## config.mk

```make
export PLATFORM = sky130hd
export DESIGN_NAME = ecc_encode_buffer
export DESIGN_NICKNAME = d
export VERILOG_FILES = /design/src/rtl/ecc_pkg.sv /design/src/rtl/ecc_reg_fifo.sv /design/src/rtl/ecc_encode_buffer.sv
export SDC_FILE = /design/constraint.sdc
export NUM_CORES = 1
export LEC_CHECK = 0
export CAP_MARGIN = 30
export CORE_AREA = 8 8 172 174
export CTS_CLUSTER_SIZE = 25
export DETAILED_ROUTE_END_ITERATION = 7
export DIE_AREA = 0 0 180 182
export PLACE_DENSITY = 0.83
export SETUP_SLACK_MARGIN = 0.02
export SLEW_MARGIN = 10
export SYNTH_ARGS = -nofsm -noshare
export SYNTH_HDL_FRONTEND = slang
export SYNTH_HIERARCHICAL = 1
export SYNTH_SLANG_ARGS = --single-unit
```

## constraint.sdc

```tcl
create_clock -name sys_clk -period 11.25 [get_ports sys_clk]
set_clock_uncertainty 0.05 [all_clocks]
set_input_delay 2.25 -clock sys_clk [delete_from_list [all_inputs] [get_ports sys_clk]]
set_output_delay 2.25 -clock sys_clk [all_outputs]
set_load 0.01 [all_outputs]
```

## src/rtl/ecc_pkg.sv

```systemverilog
// Shared ECC definitions for the encode buffer and the downstream decoder.
// Both sides call ecc_check so the two cannot disagree on the check byte.
package ecc_pkg;

  localparam int unsigned ECC_DATA_W = 64;
  localparam int unsigned ECC_CODE_W = 72;
  localparam int unsigned ECC_CHK_W  = ECC_CODE_W - ECC_DATA_W;

  typedef logic [ECC_DATA_W-1:0] ecc_data_t;
  typedef logic [ECC_CHK_W-1:0]  ecc_chk_t;
  typedef logic [ECC_CODE_W-1:0] ecc_code_t;

  // Check byte: bit 0 is even parity over the data, upper bits reserved as zero.
  function automatic ecc_chk_t ecc_check(input ecc_data_t data);
    ecc_chk_t chk;
    chk    = '0;
    chk[0] = ^data;
    return chk;
  endfunction

  function automatic ecc_code_t ecc_encode(input ecc_data_t data);
    return {ecc_check(data), data};
  endfunction

endpackage

```

## src/rtl/ecc_reg_fifo.sv

```systemverilog
// Generic DEPTH x W synchronous register FIFO with occupancy count.
// Push is ignored when full and pop when empty; reset clears the storage.
module ecc_reg_fifo #(
  parameter int unsigned DEPTH = 4,
  parameter int unsigned W     = 72
) (
  input  logic                       clk,
  input  logic                       rst,
  input  logic                       push,
  input  logic                       pop,
  input  logic [W-1:0]               wr_data,
  output logic [W-1:0]               rd_data,
  output logic [$clog2(DEPTH):0]     level,
  output logic                       full,
  output logic                       empty
);

  localparam int unsigned AW    = $clog2(DEPTH);
  localparam int unsigned LVL_W = AW + 1;

  logic [W-1:0]  mem [DEPTH];
  logic [AW-1:0] wr_ptr;
  logic [AW-1:0] rd_ptr;
  logic          do_push;
  logic          do_pop;

  assign full    = (level == LVL_W'(DEPTH));
  assign empty   = (level == '0);
  assign do_push = push && !full;
  assign do_pop  = pop && !empty;
  assign rd_data = mem[rd_ptr];

  // DEPTH is a power of two, so pointer overflow is the modulo wrap.
  always_ff @(posedge clk) begin
    if (rst) begin
      wr_ptr <= '0;
      rd_ptr <= '0;
      level  <= '0;
      for (int unsigned i = 0; i < DEPTH; i++) begin
        mem[i] <= '0;
      end
    end else begin
      if (do_push) begin
        mem[wr_ptr] <= wr_data;
        wr_ptr      <= wr_ptr + 1'b1;
      end
      if (do_pop) begin
        rd_ptr <= rd_ptr + 1'b1;
      end
      case ({do_push, do_pop})
        2'b10:   level <= level + 1'b1;
        2'b01:   level <= level - 1'b1;
        default: level <= level;
      endcase
    end
  end

endmodule

```

## src/rtl/ecc_encode_buffer.sv

```systemverilog
// Write-path stage: appends the ECC check byte to each 64-bit word and buffers
// codewords for the memory side, with a one-shot parity-corruption hook.
module ecc_encode_buffer
  import ecc_pkg::*;
#(
  parameter int unsigned DEPTH = 4,
  parameter int unsigned CNT_W = 32
) (
  input  logic                   sys_clk,
  input  logic                   sys_rst,
  input  logic                   in_valid,
  output logic                   in_ready,
  input  logic [63:0]            in_data,
  output logic                   out_valid,
  input  logic                   out_ready,
  output logic [71:0]            out_data,
  input  logic                   inject_err,
  output logic                   inject_pending,
  output logic [$clog2(DEPTH):0] level,
  output logic [CNT_W-1:0]       words_count
);

  logic      full;
  logic      empty;
  logic      push;
  logic      pop;
  logic      corrupt;
  ecc_code_t wr_code;

  assign in_ready  = !full && !sys_rst;
  assign out_valid = !empty;
  assign push      = in_valid && in_ready;
  assign pop       = out_valid && out_ready;

  // A pulse coinciding with a push corrupts that word directly, never arming.
  assign corrupt = inject_err || inject_pending;

  always_comb begin
    wr_code             = ecc_encode(in_data);
    wr_code[ECC_DATA_W] = wr_code[ECC_DATA_W] ^ corrupt;
  end

  ecc_reg_fifo #(
    .DEPTH (DEPTH),
    .W     (ECC_CODE_W)
  ) u_fifo (
    .clk     (sys_clk),
    .rst     (sys_rst),
    .push    (push),
    .pop     (pop),
    .wr_data (wr_code),
    .rd_data (out_data),
    .level   (level),
    .full    (full),
    .empty   (empty)
  );

  always_ff @(posedge sys_clk) begin
    if (sys_rst) begin
      inject_pending <= 1'b0;
    end else if (push) begin
      inject_pending <= 1'b0;
    end else if (inject_err) begin
      inject_pending <= 1'b1;
    end
  end

  always_ff @(posedge sys_clk) begin
    if (sys_rst) begin
      words_count <= '0;
    end else if (pop) begin
      words_count <= words_count + 1'b1;
    end
  end

endmodule
```

==> results of run 1 <==
## registers in the layout, summed over array words and instances (netlist names), named ones only
name	cells
inject_pending	1
u_fifo/level	3
u_fifo/rd_ptr	2
words_count	32
u_fifo/wr_ptr	2
u_fifo/mem	288
## cell families (layout without fill, tap and decap cells)
group	count (synthesis)	count (layout)	share of synthesized area (%)
other	1	29	0.0253
buffers and inverters	59	266	1.74
flip-flops	330	330	63.9
multiplexers	74	74	11.1
AND/OR/NAND/NOR	397	397	16.7
adder cells (fa/ha/maj)	3	3	0.303
AO/OA/AOI/OAI	10	10	0.404
XOR/XNOR	97	97	5.81
## synth_stat cells (all sizes together)
| cell type | count | area [um^2] |
|---|---|---|
| nor2b | 3 | 18.8 |
| o21ai | 3 | 15.0 |
| fa | 1 | 20.0 |
| xnor2 | 69 | 604 |
| or2b | 1 | 8.76 |
| nand2b | 1 | 6.26 |
| nor4 | 4 | 55.1 |
| dfxtp | 42 | 841 |
| buf | 12 | 56.3 |
| ha | 2 | 25.0 |
| a21oi | 3 | 15.0 |
| or3 | 2 | 13.8 |
| and3 | 6 | 37.5 |
| nand4 | 5 | 31.3 |
| mux2i | 1 | 10.0 |
| xor2 | 27 | 236 |
| a21o | 1 | 7.51 |
| nor3b | 1 | 18.8 |
| mux4 | 72 | 1620 |
| and4 | 8 | 70.1 |
| mux2 | 1 | 11.3 |
| o21bai | 1 | 7.51 |
| nor4b | 1 | 23.8 |
| and2 | 291 | 1870 |
| and4b | 1 | 10.0 |
| nor2 | 44 | 165 |
| inv | 9 | 33.8 |
| or2 | 1 | 6.26 |
| nand2 | 15 | 56.3 |
| nand3 | 8 | 40.0 |
| edfxtp | 288 | 8650 |
| conb | 1 | 3.75 |
| clkbuf | 38 | 169 |
| nor3 | 5 | 47.5 |
| xnor3 | 1 | 22.5 |
| o31ai | 2 | 15.0 |
## routing by layer
metal  part of all wire [%]  vias to the layer above
met5                   0.17                        -
met4                    1.7                       10
met3                    6.7                       56
met2                     50                      262
met1                     41                     4250
li1                       -                     3893
## layout make-up
cell class,instances,area share [%]
Antenna cell,1,0.0137
Tap cell,341,2.33
Clock inverter,20,1.17
Clock buffer,43,5.06
Inverter,9,0.184
Timing Repair Buffer,194,10.9
Multi-Input combinational cell,609,28.6
Sequential cell,330,51.8
## through the flow
step | setup WS (ns) | instances | cell area (um^2) | utilization, % | total power (W)
after global routing | 5.40 | 1546 | 18300 | 68.8 | 0.00296
after CTS | 5.50 | 1546 | 18300 | 68.8 | 0.00289
final | 5.48 | 1547 | 18300 | 68.8 | 0.00287
after global placement | 5.53 | 1478 | 17100 | 64.0 | 0.00175
after floorplan | 2.33 | 998 | 14900 | - | 0.00162
after detailed placement | 5.51 | 1483 | 17200 | 64.5 | 0.00176
## report_power, final
part	total, W	internal [W]	switching [W]
Combinational	0.000321	0.000166	0.000155
Sequential	0.00141	0.00139	0.0000217
Clock	0.00114	0.000682	0.000458
## path summary, 6_finish.rpt
path | from | endpoint | slack, ns | cells after the start
setup / recovery | sys_rst | in_ready | 5.48 | 4
hold / removal | u_fifo/rd_ptr[1] | register | 0.47 | 2
setup reg to reg | u_fifo/level[0] | u_fifo/mem[0][3] | 7.71 | 9
hold reg to reg | u_fifo/rd_ptr[1] | register | 0.47 | 2
## worst max-delay path, delay by kind of cell
kind          cells  cell delay (ns)
buf+inv           3             1.03
simple gates      1             0.15
==> results.cfg, run 1 <==
[route]
drc = 0
first_pass_iters = 5
drt-total-wl_um = 33200
drt-initial-drc-count = 647
wl_per_cell_um = 21.5
via_per_inst = 5.48
antenna_left = 0
vias = 8471

[setup_path]
critPathMaxFanout = 48
crit_chain = buf_2 -> buf_4 -> nor2_1 -> clkdlybuf4s50_1
cp-start-kind = input pin
end_kind = primary output
crit_slowest_cell = clkdlybuf4s50_1
cp.arrival_ns = 3.47
crit_type = in -> out
max_stage_delay_ns = 0.52
critPathRequiredTime_ns = 8.95

[global_route]
use_met3_pct = 5.73
grt_pass1_vias = 9018
grt_use_met1_pct = 25.0
use_met2_pct = 34.6
grt_pass1_wl_um = 51600
grt_use_total_pct = 20.2
grt_busiest_layer = met2
grt_max_degree = 74
antenna_found_initial = 5
grt_overflow = 0

[sta]
hold_slack_ns = 0.465
slew-limit-headroom_pct = 46.8
rsz0062_at_grt = no
finalCriticalPeriod_ns = 5.77
setup_viol = 0
hold_viol_final = 0
report.final.slew_viol_count = 0
max_freq_mhz = 173
fin_crit_sh_pct = 51.3
fin_tns_setup_ns = 0
max_slew.worst_pin.slew_ns = 0.797

[run_status]
status = finished clean

[die]
die-width_um = 180
die_h_um = 182
io_pins = 179
dieArea_um2 = 32800
start_util_pct = 55.7
rows = 60
coreArea_um2 = 26700

[cells_and_area]
fill_cells = 1730
seq_area_um2 = 9500
layout_common_cells = edfxtp_1 (288), and2_1 (248), clkdlybuf4s50_1 (177)
drive_gt1_share_pct = 16.3
area.growth.synth_to_final_pct = 23.4
layout.nets = 1252
final_common_cell = edfxtp_1
multiInputGateArea_um2 = 5240

[clock_tree]
cts_resized = 0
post_cts_buffers = 0
insertion_delay_ns = 0.51
h-tree-depth = 2
cts_root_buf = clkbuf_16
clockBufferDepth = 3
clkSlewWorstSetupHoldPaths_ns = 0.06
numCtsBuffers = 36
cts_tree = built
cts.sinks = 330
cts_hold_buffers = 0

[logic_synthesis]
yosysWarnings = 6
synth_area_um2 = 14800
synthCells = 971
synth_area_per_cell_um2 = 15.3
synth_seq_area_share_pct = 63.9
synth.distinct_cells = 42
synth-seq-cells = 330

[run]
maxCapViolCount = 0

[power]
power_leakage_nw = 6.56
powerDensity_nw_per_um2 = 157
peakVddDrop_mv = 0.0911

[place]
dp_hpwl_um = 20100
io_buffer_count = 178
gp_congestion = 0.787

[hold_path]
hold_path.class = reg -> reg
Note: power is estimated with default switching activity, not from simulation.
==> run 2, diff against run 1 <==
--- a/config.mk
+++ b/config.mk
@@ -6,11 +6,11 @@
 export NUM_CORES = 1
 export LEC_CHECK = 0
 export CAP_MARGIN = 30
-export CORE_AREA = 8 8 172 174
+export CORE_AREA = 8 8 180 182
 export CTS_CLUSTER_SIZE = 25
 export DETAILED_ROUTE_END_ITERATION = 7
-export DIE_AREA = 0 0 180 182
-export PLACE_DENSITY = 0.83
+export DIE_AREA = 0 0 188 190
+export PLACE_DENSITY = 0.79
 export SETUP_SLACK_MARGIN = 0.02
 export SLEW_MARGIN = 10
 export SYNTH_ARGS = -nofsm -noshare
==> constraint.sdc (replaced) <==
create_clock -name sys_clk -period 4.7 [get_ports sys_clk]
set_clock_uncertainty 0.05 [all_clocks]
set_input_delay 0.94 -clock sys_clk [delete_from_list [all_inputs] [get_ports sys_clk]]
set_output_delay 0.94 -clock sys_clk [all_outputs]
set_load 0.01 [all_outputs]
==> run 2 against run 1 <==
Effect of this change:
- critical path depth fell by 1
- highest routed layer unchanged
- combinational power rose by 140%
- sequential share of layout area rose by 0.15 points
- cell area fell by 0.29%
- total power rose by 130%
- clock-buffer cell count did not move
- register-to-register slack got worse by 6.1 ns
==> results.cfg, run 2 (synthesis results as in run 1) <==
[cells_and_area]
reg.largest.list = u_fifo/mem x288, words_count x32, u_fifo/level x3
final_common_cell = edfxtp_1
largest_reg_flops = 288
multiInputGateArea_um2 = 5240
n_antenna_cell = 0
layout.nets = 1255
largest-register = u_fifo/mem
seq_area_um2 = 9500
fill_cells = 2185
drive_gt1_share_pct = 16.5
layout_common_cells = edfxtp_1 (288), and2_1 (248), clkdlybuf4s50_1 (177)
area.growth.synth_to_final_pct = 23.1

[route]
drt-initial-drc-count = 521
wl_per_cell_um = 20.9
drc = 0
drt-total-wl_um = 33300
vias = 8410
antenna_left = 0
first_pass_iters = 5
via_per_inst = 5.27

[sta]
max_slew.worst_pin.slew_ns = 0.928
max_freq_mhz = 273
slew-limit-headroom_pct = 38.1
hold_slack_ns = 0.441
finalCriticalPeriod_ns = 3.66
fin_crit_sh_pct = 77.9
setup_viol = 0
report.final.slew_viol_count = 0
rsz0062_at_grt = no
fin_tns_setup_ns = 0
hold_viol_final = 0

[power]
p_seq_share_pct = 50.1
p_int_w = 0.00524
power_w = 0.00674
pwr-share-comb_pct = 11.4
peakVddDrop_mv = 0.216
netSwitchingFraction_pct = 22.2
clock_power_share_pct = 38.5
powerDensity_nw_per_um2 = 369
power_leakage_nw = 6.53
switching_power_w = 0.00149

[clock_tree]
cts.sinks = 330
cts_root_buf = clkbuf_16
numCtsBuffers = 34
post_cts_buffers = 0
insertion_delay_ns = 0.50
clkSlewWorstSetupHoldPaths_ns = 0.06
h-tree-depth = 2
cts_hold_buffers = 0
clockBufferDepth = 3
cts_resized = 0
cts_tree = built

[run_status]
status = finished clean

[die]
dieArea_um2 = 35700
start_util_pct = 50.5
die-width_um = 188
io_pins = 179
rows = 63
die_h_um = 190
coreArea_um2 = 29400

[place]
gp_congestion = 0.801
dp_hpwl_um = 20800
io_buffer_count = 178

[setup_path]
critPathMaxFanout = 20
cp.arrival_ns = 2.67
crit_type = reg -> out
cp-start-kind = register
critPathRequiredTime_ns = 3.71
end_kind = primary output

[run]
maxCapViolCount = 0

[hold_path]
hold_path.class = reg -> reg

[global_route]
grt_pass1_wl_um = 52200
grt_pass1_vias = 9067
antenna_found_initial = 4
grt_use_total_pct = 18.7
grt_overflow = 0
grt_max_degree = 73
[run 2: changes by cell type in the layout (fill, tap and decap cells not counted), moves of 2 or more]
cell	change
inv_6	+2
buf_16	-4
buf_4	+9
clkbuf_16	-2
[run 2: worst paths after layout]
path	start	to	slack [ns]	depth (start not counted)
min	u_fifo/rd_ptr[1]	register	0.44	2
min reg2reg	u_fifo/rd_ptr[1]	register	0.44	2
max reg2reg	u_fifo/level[0]	u_fifo/mem[0][29]	1.59	7
max	register	out_data[35]	1.04	3
[run 2: critical path: stages, from the launching register on]
cell and delay, ns:
dfxtp_4 0.66, buf_4 0.40, mux4_2 0.56, clkdlybuf4s50_1 0.55
[run 2: area by class of cell]
class / count / area share [%]
timing repair buffer: 199 / 10.7
tap: 390 / 2.67
sequential: 330 / 52.0
multi-input combinational: 609 / 28.7
inverter: 9 / 0.185
clock inverter: 17 / 0.966
clock buffer: 43 / 4.90
[run 2: power groups by stage]
stage / combinational [W] / sequential, W / clock, W
finish: 0.000767 / 0.00337 / 0.00259
global route: 0.000827 / 0.00339 / 0.00276
CTS: 0.000780 / 0.00338 / 0.00265
detailed placement: 0.000774 / 0.00344 / 0
global placement: 0.000762 / 0.00343 / 0
floorplan: 0.000440 / 0.00342 / 0
[run 2: stage by stage]
step	cell area, um^2	setup slack, ns	instances	util, %
after floorplan	15000	0.460	998	-
final	18300	1.04	1597	62.1
after CTS	18300	0.932	1597	62.1
after global placement	17200	1.05	1537	58.5
after detailed placement	17200	1.02	1537	58.5
after global routing	18300	0.846	1597	62.1
[run 2: routing by layer]
metal | vias up | global-route usage [%] | share of wire (%) | routed length, um
met5 | - | 0 | 0.16 | 52
met4 | 8 | 4.76 | 2.0 | 669
met3 | 54 | 4.85 | 7.4 | 2460
met2 | 272 | 31.8 | 49 | 16200
met1 | 4182 | 23.6 | 42 | 13900
li1 | 3894 | - | - | -
